[config.mk]
export PLATFORM = sky130hd
export DESIGN_NAME = pc_stack_sequencer_flat
export DESIGN_NICKNAME = d
export VERILOG_FILES = /design/src/rtl/pc_stack_sequencer_if.sv /design/src/rtl/pc_stack_sequencer.sv /design/src/flat_wrapper.sv
export SDC_FILE = /design/constraint.sdc
export NUM_CORES = 1
export LEC_CHECK = 0
export BUFFER_PORTS_ARGS = -buffer_cell sky130_fd_sc_hd__buf_4
export CAP_MARGIN = 20
export CORE_UTILIZATION = 35
export DETAILED_ROUTE_END_ITERATION = 10
export MAX_ROUTING_LAYER = met4
export SETUP_SLACK_MARGIN = 0.3
export SYNTH_ARGS = -nofsm -noshare
export SYNTH_HDL_FRONTEND = slang
export SYNTH_SLANG_ARGS = --single-unit
[constraint.sdc]
create_clock -name Clk -period 2.8 [get_ports Clk]
set_clock_uncertainty 0.15 [all_clocks]
set_input_delay 0.14 -clock Clk [delete_from_list [all_inputs] [get_ports Clk]]
set_output_delay 0.14 -clock Clk [all_outputs]
set_load 0.1 [all_outputs]
[src/rtl/pc_stack_sequencer_if.sv]
// Control/status bundle between the sequencing state machine (master)
// and the program counter with return-address stack (slave).
interface pc_stack_sequencer_if #(
    parameter int ADDR_W      = 7,
    parameter int OFF_W       = 5,
    parameter int STACK_DEPTH = 4
);
    localparam int DEPTH_W = $clog2(STACK_DEPTH + 1);

    logic              Up;
    logic              Load;
    logic [ADDR_W-1:0] Load_addr;
    logic              Branch;
    logic [OFF_W-1:0]  Offset;
    logic              Call;
    logic              Ret;
    logic              Halt;
    logic              Resume;

    logic [ADDR_W-1:0]  mem_addr;
    logic               halted;
    logic               wrap;
    logic [DEPTH_W-1:0] stk_depth;
    logic               stk_full;
    logic               stk_empty;
    logic               stk_err;

    modport master (
        output Up, Load, Load_addr, Branch, Offset, Call, Ret, Halt, Resume,
        input  mem_addr, halted, wrap, stk_depth, stk_full, stk_empty, stk_err
    );

    modport slave (
        input  Up, Load, Load_addr, Branch, Offset, Call, Ret, Halt, Resume,
        output mem_addr, halted, wrap, stk_depth, stk_full, stk_empty, stk_err
    );
endinterface

[src/rtl/pc_stack_sequencer.sv]
// Program counter for the instruction-memory address path: count-up,
// absolute jump, signed relative branch, call/return via a small LIFO,
// halt/resume, plus wrap pulse and sticky stack-fault status.
module pc_stack_sequencer #(
    parameter int          ADDR_W      = 7,
    parameter int          OFF_W       = 5,
    parameter int          STACK_DEPTH = 4,
    parameter int unsigned RESET_ADDR  = 0
) (
    input  logic                      Clk,
    input  logic                      Clr_n,
    pc_stack_sequencer_if.slave       bus
);
    localparam int DEPTH_W = $clog2(STACK_DEPTH + 1);
    localparam int IDX_W   = (STACK_DEPTH > 1) ? $clog2(STACK_DEPTH) : 1;

    typedef enum logic {
        RUN,
        HALTED
    } state_t;

    state_t             state_q, state_d;
    logic [ADDR_W-1:0]  addr_q, addr_d;
    logic [DEPTH_W-1:0] depth_q, depth_d;
    logic               err_q, err_d;
    logic               wrap_q, wrap_d;
    logic               push_en;

    logic [ADDR_W-1:0]  stack_q [STACK_DEPTH];

    logic [ADDR_W-1:0]  addr_plus1;
    logic [ADDR_W:0]    br_sum;
    logic [IDX_W-1:0]   top_idx;
    logic [IDX_W-1:0]   push_idx;
    logic               stack_full;
    logic               stack_empty;

    assign addr_plus1  = addr_q + ADDR_W'(1);
    // One extra bit: set exactly when the signed branch leaves [0, 2^ADDR_W-1]
    // in either direction, since |Offset| < 2^ADDR_W.
    assign br_sum      = {1'b0, addr_q}
                       + {{(ADDR_W + 1 - OFF_W){bus.Offset[OFF_W-1]}}, bus.Offset};
    assign top_idx     = IDX_W'(depth_q - DEPTH_W'(1));
    assign push_idx    = IDX_W'(depth_q);
    assign stack_full  = (depth_q == DEPTH_W'(STACK_DEPTH));
    assign stack_empty = (depth_q == '0);

    // Run-state register plus address, depth, fault and wrap registers.
    always_ff @(posedge Clk) begin
        if (!Clr_n) begin
            state_q <= RUN;
            addr_q  <= ADDR_W'(RESET_ADDR);
            depth_q <= '0;
            err_q   <= 1'b0;
            wrap_q  <= 1'b0;
        end else begin
            state_q <= state_d;
            addr_q  <= addr_d;
            depth_q <= depth_d;
            err_q   <= err_d;
            wrap_q  <= wrap_d;
        end
    end

    // Return-address storage; contents past the current depth are don't-care.
    always_ff @(posedge Clk) begin
        if (push_en) begin
            stack_q[push_idx] <= addr_plus1;
        end
    end

    // Next-state decode: one address op per running cycle, Ret > Call > Load > Branch > Up.
    always_comb begin
        state_d = state_q;
        addr_d  = addr_q;
        depth_d = depth_q;
        err_d   = err_q;
        wrap_d  = 1'b0;
        push_en = 1'b0;
        case (state_q)
            RUN: begin
                if (bus.Halt) begin
                    state_d = HALTED;
                end else if (bus.Ret) begin
                    if (!stack_empty) begin
                        addr_d  = stack_q[top_idx];
                        depth_d = depth_q - DEPTH_W'(1);
                    end else begin
                        err_d = 1'b1;
                    end
                end else if (bus.Call) begin
                    if (!stack_full) begin
                        push_en = 1'b1;
                        addr_d  = bus.Load_addr;
                        depth_d = depth_q + DEPTH_W'(1);
                        wrap_d  = (addr_q == '1);
                    end else begin
                        err_d = 1'b1;
                    end
                end else if (bus.Load) begin
                    addr_d = bus.Load_addr;
                end else if (bus.Branch) begin
                    addr_d = br_sum[ADDR_W-1:0];
                    wrap_d = br_sum[ADDR_W];
                end else if (bus.Up) begin
                    addr_d = addr_plus1;
                    wrap_d = (addr_q == '1);
                end
            end
            HALTED: begin
                if (bus.Resume && !bus.Halt) begin
                    state_d = RUN;
                end
            end
            default: state_d = RUN;
        endcase
    end

    assign bus.mem_addr  = addr_q;
    assign bus.halted    = (state_q == HALTED);
    assign bus.wrap      = wrap_q;
    assign bus.stk_depth = depth_q;
    assign bus.stk_full  = stack_full;
    assign bus.stk_empty = stack_empty;
    assign bus.stk_err   = err_q;
endmodule

[src/flat_wrapper.sv]
// flat-port wrapper written by rule: the top's interface ports become plain ports
module pc_stack_sequencer_flat 
#(
    parameter int          ADDR_W      = 7,
    parameter int          OFF_W       = 5,
    parameter int          STACK_DEPTH = 4,
    parameter int unsigned RESET_ADDR  = 0
)
  (Clk, Clr_n, bus_Up, bus_Load, bus_Load_addr, bus_Branch, bus_Offset, bus_Call, bus_Ret, bus_Halt, bus_Resume, bus_mem_addr, bus_halted, bus_wrap, bus_stk_depth, bus_stk_full, bus_stk_empty, bus_stk_err);
  pc_stack_sequencer_if #(.ADDR_W(ADDR_W), .OFF_W(OFF_W), .STACK_DEPTH(STACK_DEPTH)) bus_i ();
  input  logic Clk;
  input  logic Clr_n;
  input wire logic [$bits(bus_i.Up)-1:0] bus_Up;
  input wire logic [$bits(bus_i.Load)-1:0] bus_Load;
  input wire logic [$bits(bus_i.Load_addr)-1:0] bus_Load_addr;
  input wire logic [$bits(bus_i.Branch)-1:0] bus_Branch;
  input wire logic [$bits(bus_i.Offset)-1:0] bus_Offset;
  input wire logic [$bits(bus_i.Call)-1:0] bus_Call;
  input wire logic [$bits(bus_i.Ret)-1:0] bus_Ret;
  input wire logic [$bits(bus_i.Halt)-1:0] bus_Halt;
  input wire logic [$bits(bus_i.Resume)-1:0] bus_Resume;
  output wire logic [$bits(bus_i.mem_addr)-1:0] bus_mem_addr;
  output wire logic [$bits(bus_i.halted)-1:0] bus_halted;
  output wire logic [$bits(bus_i.wrap)-1:0] bus_wrap;
  output wire logic [$bits(bus_i.stk_depth)-1:0] bus_stk_depth;
  output wire logic [$bits(bus_i.stk_full)-1:0] bus_stk_full;
  output wire logic [$bits(bus_i.stk_empty)-1:0] bus_stk_empty;
  output wire logic [$bits(bus_i.stk_err)-1:0] bus_stk_err;
  assign bus_i.Up = bus_Up;
  assign bus_i.Load = bus_Load;
  assign bus_i.Load_addr = bus_Load_addr;
  assign bus_i.Branch = bus_Branch;
  assign bus_i.Offset = bus_Offset;
  assign bus_i.Call = bus_Call;
  assign bus_i.Ret = bus_Ret;
  assign bus_i.Halt = bus_Halt;
  assign bus_i.Resume = bus_Resume;
  assign bus_mem_addr = bus_i.mem_addr;
  assign bus_halted = bus_i.halted;
  assign bus_wrap = bus_i.wrap;
  assign bus_stk_depth = bus_i.stk_depth;
  assign bus_stk_full = bus_i.stk_full;
  assign bus_stk_empty = bus_i.stk_empty;
  assign bus_stk_err = bus_i.stk_err;
  pc_stack_sequencer #(.ADDR_W(ADDR_W), .OFF_W(OFF_W), .STACK_DEPTH(STACK_DEPTH), .RESET_ADDR(RESET_ADDR)) u_core (.Clk(Clk), .Clr_n(Clr_n), .bus(bus_i));
endmodule
==> results of run 1 <==
## repair_timing
item                      4_1_cts  5_1_grt
buffers inserted                0        0
hold buffers                    3        0
hold endpoints to repair        4        0
## cells in the mapped netlist (all sizes together) (2+ instances only)
library cell  instances  area share
a211oi               11       0.035
a21o                  4       0.013
a21oi                 4      0.0085
a31oi                 3      0.0079
and2                  4       0.011
and3                  3       0.010
buf                   5       0.017
clkbuf                6      0.0095
dfxtp                13        0.11
edfxtp               28        0.36
ha                   13       0.069
inv                  10       0.016
mux2i                 3       0.013
mux4                  7       0.067
nand2                13       0.021
nand2b                3      0.0079
nand3                 5       0.011
nand4                 4       0.011
nor2                 21       0.033
nor2b                 2      0.0053
nor3                  6       0.013
nor4                  2      0.0053
o2111ai               2      0.0074
o211ai                2      0.0063
o21ai                 9       0.019
o21bai                2      0.0063
o31ai                 3      0.0095
or4                   2      0.0063
xnor2                 7       0.026
xor2                  2      0.0074
## state kept, by name, summed over array words and instances (netlist names)
| signal | count |
|---|---|
| u_core.bus.stk_err | 1 |
| u_core.stack_q | 28 |
| u_core.bus.halted | 1 |
| u_core.bus.stk_depth | 3 |
| u_core.bus.wrap | 1 |
| u_core.bus.mem_addr | 7 |
## through the flow
stage	setup WS (ps)	hold slack [ps]
2_1_floorplan	265	107
3_3_place_gp	556	240
3_5_place_dp	531	256
4_1_cts	516	78.7
5_1_grt	363	105
6_report	523	85.6
## placed cells by master (no fill, tap or decap), drive strengths merged, types with 4 or more instances in the layout
| master | netlist | layout |
|---|---|---|
| edfxtp | 28 | 28 |
| a21o | 4 | 4 |
| mux4 | 7 | 7 |
| a211oi | 11 | 11 |
| o21ai | 9 | 9 |
| inv | 10 | 10 |
| xnor2 | 7 | 7 |
| dfxtp | 13 | 13 |
| a21oi | 4 | 4 |
| and2 | 4 | 4 |
| nor3 | 6 | 6 |
| buf | 5 | 36 |
| nand2 | 13 | 13 |
| nor2 | 21 | 21 |
| nand4 | 4 | 4 |
| ha | 13 | 13 |
| nand3 | 5 | 5 |
| clkbuf | 6 | 6 |
## final cells by class
cell class / count / share of cell area
Multi-Input combinational cell: 153 / 0.413
Sequential cell: 41 / 0.394
Timing Repair Buffer: 39 / 0.106
Tap cell: 77 / 0.0341
Clock buffer: 6 / 0.0257
Clock inverter: 2 / 0.0137
Inverter: 10 / 0.0133
## power by group
| part | total, µW | switching, µW | leakage [µW] | internal [µW] |
|---|---|---|---|---|
| logic | 424 | 280 | 0.000672 | 144 |
| clock network | 479 | 212 | 0.0000554 | 268 |
| registers | 705 | 30.9 | 0.000365 | 674 |
## worst min-delay path, cell delays in order
cell	delay [ps]
buf_4	180
nand4_1	80
a31oi_1	70
## final timing paths
kind,cells past startpoint,endpoint
worst max register to register,7,u_core.bus.mem_addr[6]$_SDFFE_PN0P_
worst min-delay path,3,u_core.bus.mem_addr[3]$_SDFFE_PN0P_
worst min register to register,2,u_core.bus.stk_err$_SDFFE_PN0P_
worst max-delay path,7,u_core.bus.mem_addr[6]$_SDFFE_PN0P_
## per-layer routing
layer / track usage / share of wire
met1: 0.220 / 0.47
met4: 0.0470 / 0.0096
met5: - / 0
met2: 0.268 / 0.48
met3: 0.0305 / 0.041
## cell families (layout without fill, tap and decap cells)
family,Yosys count,in the layout
buffers and inverters,21,57
adder cells (fa/ha/maj),14,14
XOR/XNOR,9,9
AND/OR/NAND/NOR,68,68
multiplexers,10,10
AO/OA/AOI/OAI,52,52
flip-flops,41,41
==> metrics, run 1 <==
pin count of the biggest net entering global routing 19; post-synthesis sequential area ratio 0.465; Clock Path Buffers 2; failing checks design-rule violations; CTS Buf Count 5; register area 1110 µm²; gr usage total 0.168; PwrDens 570 nW/µm²; total power 1610 µW; CP bufs+invs 0; Syn Nets 250; worst path arrival time 2320 ps; kind of critical path reg2reg; Post-Synth Simple-Gate Area 0.143; Fmax 439 MHz; worst-skew pair later-pin latency 290 ps; Ant. Diodes 0; crit path time final 2280 ps; Top FF cell, synth edfxtp_1; Seq cells post-synth 41; core area 6420 µm²; R2R Setup Slk 520 ps; slew margin rel. 0.652; worst r2r src u_core.bus.mem_addr[0]$_SDFFE_PN0P_; mean routed wirelength per cell 16.8 µm; Synth Area in Adders 0.0772; antenna violations before repair 0; max_cap viols 0; Post-synth EDFFs 28; peak supply drop 266 µV; post-synthesis xor/xnor area fraction 0.0333; gate count of the mapped netlist 215; mux share of post-synthesis cell area 0.0793; IO Port Bufs 35; Hold Path Origin bus_Ret; DP Wirelength 3.97 mm; Clock Sinks 41; crit-path cells ha_1 -> fa_1 -> a211oi_1 -> o21ai_0 -> o31ai_1 -> o2111ai_1 -> a41o_1; CP Capture Type flop; CTS-repair resized insts 0; dpl cells 317; dpl cell area 2680 µm²; total grt overflow 0; # setup viols final 0; post-route cell area 2820 µm²; Worst Tran Pin Value 518 ps; die span in x 84.2 µm; post-synthesis compound-gate area fraction 0.159; setup TNS 0 ps; Critical Path Source Type flop; main combinational cell family by area after synthesis compound AO/OA/AOI/OAI gates; final WL 5.49 mm; Max Fanout on Critical Path 8; status finished with violations; async set-reset flop share out of synthesis 0; drt pass-1 iters 7; top cell family by delay on the critical path compound AO/OA/AOI/OAI gates; vias in the first global route 1760; fill count 608; Clk pin slew, worst setup/hold paths 80 ps; Final Instance Count excl. Fillers 328; Pins Over Slew Limit 0; Avg Inst Size Synth 11.0 µm²; Core Util, Final 0.440; CP required 2840 ps; die area 7090 µm²; RSZ-0062 raised after global routing no; final-stage net count 285; Initial Utilization 0.368; Placer Congestion 0.763; Synth cell types 49; global-route wire length before repair 8.90 mm; slowest cell on the critical path fa_1; number of vias per cell 5.39; Ys Warns 0; Starting DRT DRC Count 128; # rows 29; Area growth, synth to finish 19.3%; Static Leak 0.00109 µW; Die H 84.2 µm; fin crit share 0.813; Multi-input gate area 1160 µm²; post-synthesis cell area 2370 µm²; detailed-route DRC error count 8; Antenna Violating Nets Remaining 0; Via Count 1767; largest stage delay on the critical path 420 ps; Fin. Hold Viols 0; Hold Crit Class in2reg; total number of H-tree levels 2; CTS tree yes; CP startpoint u_core.bus.mem_addr[0]$_SDFFE_PN0P_; # IOs 36; layout cell share with drive strength beyond 1 0.235; CTS root buffer clkbuf_8
Note: power is estimated with default switching activity, not from simulation.
==> run 2, diff against run 1 <==
==> constraint.sdc (replaced) <==
create_clock -name Clk -period 2.3 [get_ports Clk]
set_clock_uncertainty 0.15 [all_clocks]
set_input_delay 0.115 -clock Clk [delete_from_list [all_inputs] [get_ports Clk]]
set_output_delay 0.115 -clock Clk [all_outputs]
set_load 0.1 [all_outputs]
==> metrics, run 2 (synthesis results as in run 1) <==
peak supply drop 305 µV; total grt overflow 0; Worst Reg-to-Reg Cells 7; most frequent cells in the layout 49 x buf_4, 28 x edfxtp_1, 21 x nor2_1; DP Wirelength 4.22 mm; Initial Utilization 0.368; gr usage total 0.173; crit path time final 1970 ps; Static Leak 0.00117 µW; R2R Setup Slk 330 ps; Fin. Hold Viols 0; Via Count 1860; Clock Sinks 41; Final Instance Count excl. Fillers 341; detailed-route DRC error count 8; Hold Path Origin bus_Ret; leading cell type in the layout, fill and taps excluded buf_4; IO Port Bufs 35; hold endpoint u_core.bus.mem_addr[3]$_SDFFE_PN0P_; Worst Tran Pin Value 433 ps; worst r2r src u_core.bus.mem_addr[1]$_SDFFE_PN0P_; Multi-input gate area 1270 µm²; dpl cell area 2790 µm²; register area 1130 µm²; max FFs per register 28; Most flops, register u_core.stack_q; # rows 29; layout cell share with drive strength beyond 1 0.341; Ant. Diodes 0; fin crit share 0.856; Antenna Violating Nets Remaining 0; Hold Crit Class in2reg; CTS root buffer clkbuf_8; CTS tree yes; Clock Path Buffers 2; max_cap viols 0; PwrDens 663 nW/µm²; mean routed wirelength per cell 16.8 µm; Pins Over Slew Limit 0; global-route wire length before repair 9.30 mm; Worst R2R End u_core.bus.mem_addr[6]$_SDFFE_PN0P_; status finished with violations; Hold Crit Depth 3; setup TNS 0 ps; dpl cells 321; vias in the first global route 1825; final-stage net count 298; post-route cell area 3050 µm²; die area 7090 µm²; failing checks design-rule violations; antenna violations before repair 0; core area 6420 µm²; # setup viols final 0; Clk pin slew, worst setup/hold paths 80 ps; CTS Buf Count 5; RSZ-0062 raised after global routing yes; worst-skew pair later-pin latency 290 ps; Die H 84.2 µm; die span in x 84.2 µm; fill count 587; pin count of the biggest net entering global routing 19; kind of critical path reg2reg; Critical Path Source Type flop; drt pass-1 iters 7; Fmax 508 MHz; total number of H-tree levels 2; Starting DRT DRC Count 162; Max Fanout on Critical Path 5; CP Capture Type flop; number of vias per cell 5.45; final WL 5.72 mm; worst path arrival time 2000 ps; Placer Congestion 0.817; # IOs 36; CP required 2330 ps; slew margin rel. 0.709; Area growth, synth to finish 29.0%
[run 2: worst max path at each step]
| stage | startpoint | cells after the start | slack (ps) | endpoint |
|---|---|---|---|---|
| 2_1_floorplan | u_core.bus.stk_depth[0]$_SDFFE_PN0P_ | 9 | 110 | u_core.bus.mem_addr[5]$_SDFFE_PN0P_ |
| 3_5_place_dp | u_core.bus.mem_addr[2]$_SDFFE_PN0P_ | 6 | 240 | u_core.bus.wrap$_SDFF_PP0_ |
| 3_3_place_gp | u_core.bus.mem_addr[2]$_SDFFE_PN0P_ | 6 | 270 | u_core.bus.wrap$_SDFF_PP0_ |
| 5_1_grt | u_core.bus.mem_addr[1]$_SDFFE_PN0P_ | 7 | 250 | u_core.bus.mem_addr[4]$_SDFFE_PN0P_ |
| 4_1_cts | u_core.bus.mem_addr[0]$_SDFFE_PN0P_ | 7 | 300 | u_core.bus.mem_addr[4]$_SDFFE_PN0P_ |
| 6_report | u_core.bus.mem_addr[1]$_SDFFE_PN0P_ | 7 | 330 | u_core.bus.mem_addr[6]$_SDFFE_PN0P_ |
[run 2: final cells by class]
type	instances	area share
Clock buffer	5	0.0225
Timing Repair Buffer	52	0.130
Inverter	10	0.0139
Multi-Input combinational cell	153	0.417
Clock inverter	3	0.0135
Sequential cell	41	0.371
Tap cell	77	0.0316
[run 2: power by group]
| part | total (µW) | switching (µW) | internal, µW |
|---|---|---|---|
| clock | 573 | 254 | 320 |
| sequential | 856 | 36.7 | 819 |
| combinational | 594 | 367 | 227 |
[run 2: worst max-delay path, cell delays in order (launching register included)]
cell and delay [ps]:
dfxtp_4 370, buf_4 140, fa_2 420, a211oi_4 290
o21ai_1 90, o31ai_1 70, o2111ai_1 120, a41o_1 190
[run 2: routing by layer]
metal | share of wire | up-vias | track usage
met3 | 0.068 | 3 | 0.0344
met1 | 0.49 | 880 | 0.250
met4 | 0.0014 | 0 | 0.00940
met5 | 0 | - | -
li1 | - | 913 | -
met2 | 0.44 | 64 | 0.263
[run 2: what timing repair did]
action / CTS / global route
endpoints found under the hold margin: 5 / 0
setup buffers: 1 / 8
gates cloned: 0 / 0
pin swaps: 2 / 10
gates resized for setup: 4 / 4
hold buffers: 3 / 0
endpoints found under the setup margin: 2 / 7
[run 2: per-stage QoR]
step | hold slack [ps] | setup WS [ps] | total power (µW) | util
3_5_place_dp | 221 | 237 | 1420 | 0.435
4_1_cts | 53.7 | 300 | 2000 | 0.461
5_1_grt | 93.3 | 250 | 2120 | 0.475
3_3_place_gp | 220 | 270 | 1420 | 0.435
6_report | 61.0 | 332 | 2020 | 0.475
2_1_floorplan | 82.3 | 114 | 1280 | -
